===== src/rtl/sys_sequencer.sv =====
`default_nettype none
// ============================================================================
// sys_sequencer: top-level control FSM for the CPU datapath crossbar.
// Rev 1.0 - initial release
// ============================================================================
module sys_sequencer #(
  parameter int TIMEOUT = 255,
  parameter int TW      = 8,
  parameter int CNTW    = 32
) (
  input  logic            clk,
  input  logic            rst,
  input  logic            start,
  input  logic            step,
  input  logic            memPush,
  input  logic            aluPush,
  input  logic            decValid,
  input  logic            decIsMem,
  input  logic            decImm,
  input  logic            decHalt,
  output logic [1:0]      mode,
  output logic            immEn,
  output logic            pcAdvance,
  output logic            busy,
  output logic            halted,
  output logic            fault,
  output logic [CNTW-1:0] retired
);

  localparam logic [TW-1:0] c_timeout = TW'(TIMEOUT);

  typedef enum logic [2:0] {
    S_IDLE     = 3'd0,
    S_FETCH    = 3'd1,
    S_DECODE   = 3'd2,
    S_EXEC_ALU = 3'd3,
    S_EXEC_MEM = 3'd4,
    S_RETIRE   = 3'd5,
    S_HALTED   = 3'd6,
    S_FAULT    = 3'd7
  } state_t;

  state_t          r_state;
  state_t          w_next;
  logic [TW-1:0]   r_wd;
  logic            r_imm;
  logic            w_imm_next;
  logic            w_waiting;
  logic [1:0]      r_mode;
  logic            r_imm_en;
  logic            r_pc_adv;
  logic            r_busy;
  logic            r_halted;
  logic            r_fault;
  logic [CNTW-1:0] r_retired;

  function automatic logic [1:0] mode_of(input state_t s);
    case (s)
      S_FETCH:    mode_of = 2'd2;
      S_EXEC_ALU: mode_of = 2'd0;
      S_EXEC_MEM: mode_of = 2'd1;
      default:    mode_of = 2'd3;
    endcase
  endfunction

  always_comb begin
    w_next     = r_state;
    w_waiting  = 1'b0;
    w_imm_next = r_imm;
    case (r_state)
      S_IDLE: if (start) w_next = S_FETCH;
      S_FETCH: begin
        w_waiting = 1'b1;
        if (memPush)               w_next = S_DECODE;
        else if (r_wd == c_timeout) w_next = S_FAULT;
      end
      S_DECODE: begin
        if (decValid) begin
          w_imm_next = decImm;
          if (decHalt)       w_next = S_HALTED;
          else if (decIsMem) w_next = S_EXEC_MEM;
          else               w_next = S_EXEC_ALU;
        end
      end
      S_EXEC_ALU: begin
        w_waiting = 1'b1;
        if (aluPush)                w_next = S_RETIRE;
        else if (r_wd == c_timeout) w_next = S_FAULT;
      end
      S_EXEC_MEM: begin
        w_waiting = 1'b1;
        if (memPush)                w_next = S_RETIRE;
        else if (r_wd == c_timeout) w_next = S_FAULT;
      end
      S_RETIRE: w_next = (step || !start) ? S_IDLE : S_FETCH;
      S_HALTED: w_next = S_HALTED;
      S_FAULT:  w_next = S_FAULT;
      default:  w_next = S_IDLE;
    endcase
  end

  // Outputs are registered from the next state so they line up with r_state.
  always_ff @(posedge clk) begin
    if (rst) begin
      r_state   <= S_IDLE;
      r_wd      <= '0;
      r_imm     <= 1'b0;
      r_mode    <= 2'd3;
      r_imm_en  <= 1'b0;
      r_pc_adv  <= 1'b0;
      r_busy    <= 1'b0;
      r_halted  <= 1'b0;
      r_fault   <= 1'b0;
      r_retired <= '0;
    end else begin
      r_state  <= w_next;
      r_imm    <= w_imm_next;
      if (w_next != r_state) r_wd <= '0;
      else if (w_waiting)    r_wd <= r_wd + 1'b1;
      r_mode   <= mode_of(w_next);
      r_imm_en <= ((w_next == S_EXEC_ALU) || (w_next == S_EXEC_MEM)) && w_imm_next;
      r_pc_adv <= (w_next == S_RETIRE);
      r_busy   <= !((w_next == S_IDLE) || (w_next == S_HALTED) || (w_next == S_FAULT));
      r_halted <= (w_next == S_HALTED);
      r_fault  <= (w_next == S_FAULT);
      if (w_next == S_RETIRE) r_retired <= r_retired + 1'b1;
    end
  end

  assign mode      = r_mode;
  assign immEn     = r_imm_en;
  assign pcAdvance = r_pc_adv;
  assign busy      = r_busy;
  assign halted    = r_halted;
  assign fault     = r_fault;
  assign retired   = r_retired;

endmodule
`default_nettype wire


===== config.mk =====
export PLATFORM = sky130hd
export DESIGN_NAME = sys_sequencer
export DESIGN_NICKNAME = d
export VERILOG_FILES = /design/src/rtl/sys_sequencer.sv
export SDC_FILE = /design/constraint.sdc
export NUM_CORES = 1
export LEC_CHECK = 0
export ABC_AREA = 0
export CAP_MARGIN = 20
export CORE_MARGIN = 2
export CORE_UTILIZATION = 52
export CTS_CLUSTER_SIZE = 30
export DETAILED_ROUTE_END_ITERATION = 10
export PLACE_DENSITY_LB_ADDON = 0.2
export SLEW_MARGIN = 0
export SYNTH_ARGS = -nofsm -noshare
export SYNTH_HDL_FRONTEND = slang
export SYNTH_SLANG_ARGS = --single-unit

===== constraint.sdc =====
create_clock -name clk -period 3 [get_ports clk]
set_input_delay 0.6 -clock clk [delete_from_list [all_inputs] [get_ports clk]]
set_output_delay 0.6 -clock clk [all_outputs]
set_load 0.02 [all_outputs]

==> results.py <==
metrics = {
    "cts": {
        "hold_buffers": 0,
        "worstSkewPairLatency_ps": 300,
        "clock_sinks": 51,
        "cts_made_buffers": 5,
        "clockBufferDepth": 2,
        "ctsResizeCount": 0,
        "clockRootBuffer": "clkbuf_8",
        "cts_setup_buffers": 0,
        "h-tree-depth": 2,
        "cts_tree": "done",
        "cts.clk_slew.worst_paths_ps": 90,
    },
    "global_route": {
        "grt_pass1_wl_mm": 9.321,
        "grtUsageTotal_pct": 21.62,
        "first_global_vias": 2116,
        "grt_max_degree": 39,
        "grt.overflow.total": 0,
        "antenna_found_initial": 0,
    },
    "finish": {
        "seqCellArea_sq_um": 1021,
        "antenna_cells": 0,
        "drive_gt1_share_pct": 6.516,
        "finalNonFillerCells": 420,
        "fin_nets": 364,
        "layout-area-overhead-vs-synth_pct": 25.02,
        "final.fill_count": 405,
        "multi_input_area_sq_um": 1420,
    },
    "place": {
        "dp_cells": 412,
        "io_buffers": 48,
        "globalplace.congestion": 0.9157,
        "dp_hpwl_mm": 3.960,
    },
    "synth": {
        "seq_area_frac_synth_pct": 40.28,
        "synthFlopType": "dfxtp_1",
        "ys_types": 50,
        "synth-seq-cells": 51,
        "syn-cell-area_sq_um": 2535,
        "syn-instance-count": 304,
        "avgSynthCellArea_sq_um": 8.339,
        "ys_async_sr_fraction_pct": 0,
        "synth_fp_nets": 316,
        "yosys_warnings": 0,
        "synth_edf_count": 0,
    },
    "detailed_routing": {
        "wire_per_inst_microns": 12.99,
        "via_per_inst": 5.750,
        "drt_iter0_drc": 216,
        "drt-pass1-iter-count": 4,
        "num_vias": 2415,
        "routed_wl_mm": 5.454,
        "drc": 0,
        "drtAntennaViolNets": 0,
    },
    "sta": {
        "rsz0062_at_grt": "no",
        "worstMarginPinSlew_ps": 714.8,
        "hold_ws_ps": 500.0,
        "skew_ps": 11.22,
        "final_hold_viol_count": 0,
        "maxSlewHeadroom_pct": 52.35,
        "setup_viol": 0,
        "fmax_mhz": 379.8,
        "slew_viol_final": 0,
        "finalCritPeriodShare_pct": 87.75,
        "final.setup.tns_ps": 0,
        "min_period_ps": 2633,
    },
    "die": {
        "dieArea_sq_um": 5449,
        "num_rows": 25,
        "die_h_microns": 73.82,
        "pin_count": 49,
        "core_area_sq_um": 4723,
        "die_x_microns": 73.82,
        "start_util_pct": 53.67,
    },
    "setup_path": {
        "required_ps": 3230,
        "start_kind": "input port",
        "end_kind": "register",
        "cp.arrival_ps": 2870,
        "crit_type": "input port to register",
        "critPathMaxFanout": 23,
    },
    "outcome": {
        "outcome": "finished, final reports clean",
    },
    "job": {
        "drv_cap": 0,
    },
    "hold_path": {
        "hold_class": "register to register",
    },
    "pwr": {
        "power_mw": 1.266,
        "power.density_nw_per_um2": 399.6,
        "p_leak_nw": 1.026,
        "max-vdd-ir-drop_v": 0.0002764,
    },
}
per-layer routing:
layer / GRT usage [%] / wire [microns] / part of all wire (%)
met4: 7.879 / 75 / 1.4
met2: 35.52 / 2602 / 48
met1: 27.96 / 2506 / 46
met5: 0 / 0 / 0
met3: 4.390 / 269 / 4.9
cells by family (layout without fill, tap and decap cells):
group,count (synthesis),in the layout,share of synthesized area [%]
muxes,5,5,2.073
adders and majority gates,2,2,0.9870
and+or+nand+nor,141,141,31.10
buffers and inverters,21,70,3.702
xor gates and xnor gates,9,9,3.109
AOI/OAI and AO/OA,75,75,18.76
DFF,51,51,40.28
path summary, 6_finish.rpt:
| check | start | to | slack (ps) | cells past startpoint |
|---|---|---|---|---|
| hold reg to reg | retired[24] | retired[24] | 500 | 2 |
| setup reg to reg | r_wd[0] | retired[19] | 490 | 8 |
| hold / removal | retired[24] | retired[24] | 500 | 2 |
| setup / recovery | memPush | retired[19] | 370 | 8 |
power breakdown:
part           total [mW]  switching (mW)  leakage (nW)  internal, mW
Combinational       0.178           0.102         0.572        0.0769
Sequential          0.709          0.0191         0.412         0.690
Clock               0.379           0.214        0.0422         0.164
cell type report:
type                            instances  area share (%)
Multi-Input combinational cell        232           44.81
Sequential cell                        51           32.21
Timing Repair Buffer                   56           17.05
Tap cell                               67           2.645
Clock buffer                            7           2.408
Inverter                                6          0.7106
Clock inverter                          1          0.1579
through the flow:
stage / setup slack, ps / area (sq um) / utilization, %
5_1_grt: 140.7 / 3169 / 67.10
2_1_floorplan: 655.6 / 2535 / -
3_5_place_dp: 73.58 / 3088 / 65.38
3_3_place_gp: 114.2 / 3088 / 65.38
4_1_cts: 390.7 / 3169 / 67.10
6_report: 367.4 / 3169 / 67.10
critical path: stages:
cell and delay, ps:
clkdlybuf4s50_1 470, a211oi_1 370, a21oi_1 140, o311ai_4 150
nand4_4 330, buf_4 290, or3_1 340, a21oi_1 160
state kept, by name, summed over array words and instances (netlist names):
name / count
busy: 1
fault: 1
halted: 1
immEn: 1
mode: 2
pcAdvance: 1
r_imm: 1
r_state: 3
r_wd: 8
retired: 32
Yosys cell counts, types with 4 or more instances:
master    number  area [sq um]
dfxtp_1       51          1021
o31ai_1       10         75.07
inv_1          6         22.52
a21oi_1       27         135.1
nand3_1       12         60.06
nand4_1       13         81.33
buf_2          6         30.03
xor2_1         5         43.79
nand2b_1       5         31.28
or4_1         10         75.07
clkbuf_1       6         22.52
nand2_1       21         78.83
and3_1         9         56.30
o21ai_0       21         105.1
nor2_1        32         120.1
or3_1         15         93.84
xnor2_1        4         35.03
layout by cell type (no fill, tap or decap), types with 3 or more instances in the layout:
cell type	Yosys	routed
dfxtp_1	51	51
clkdlybuf4s50_1	0	48
nor2_1	32	32
a21oi_1	27	27
o21ai_0	21	21
nand2_1	21	21
or3_1	15	15
nand4_1	13	13
nand3_1	12	12
o31ai_1	10	10
or4_1	10	10
and3_1	9	9
buf_4	0	8
inv_1	6	6
nand2b_1	5	5
xor2_1	5	5
clkbuf_8	0	5
xnor2_1	4	4
nor2b_1	3	3
nand3b_1	3	3
mux2i_1	3	3
nor4_1	3	3
Note: power is estimated with default switching activity, not from simulation.
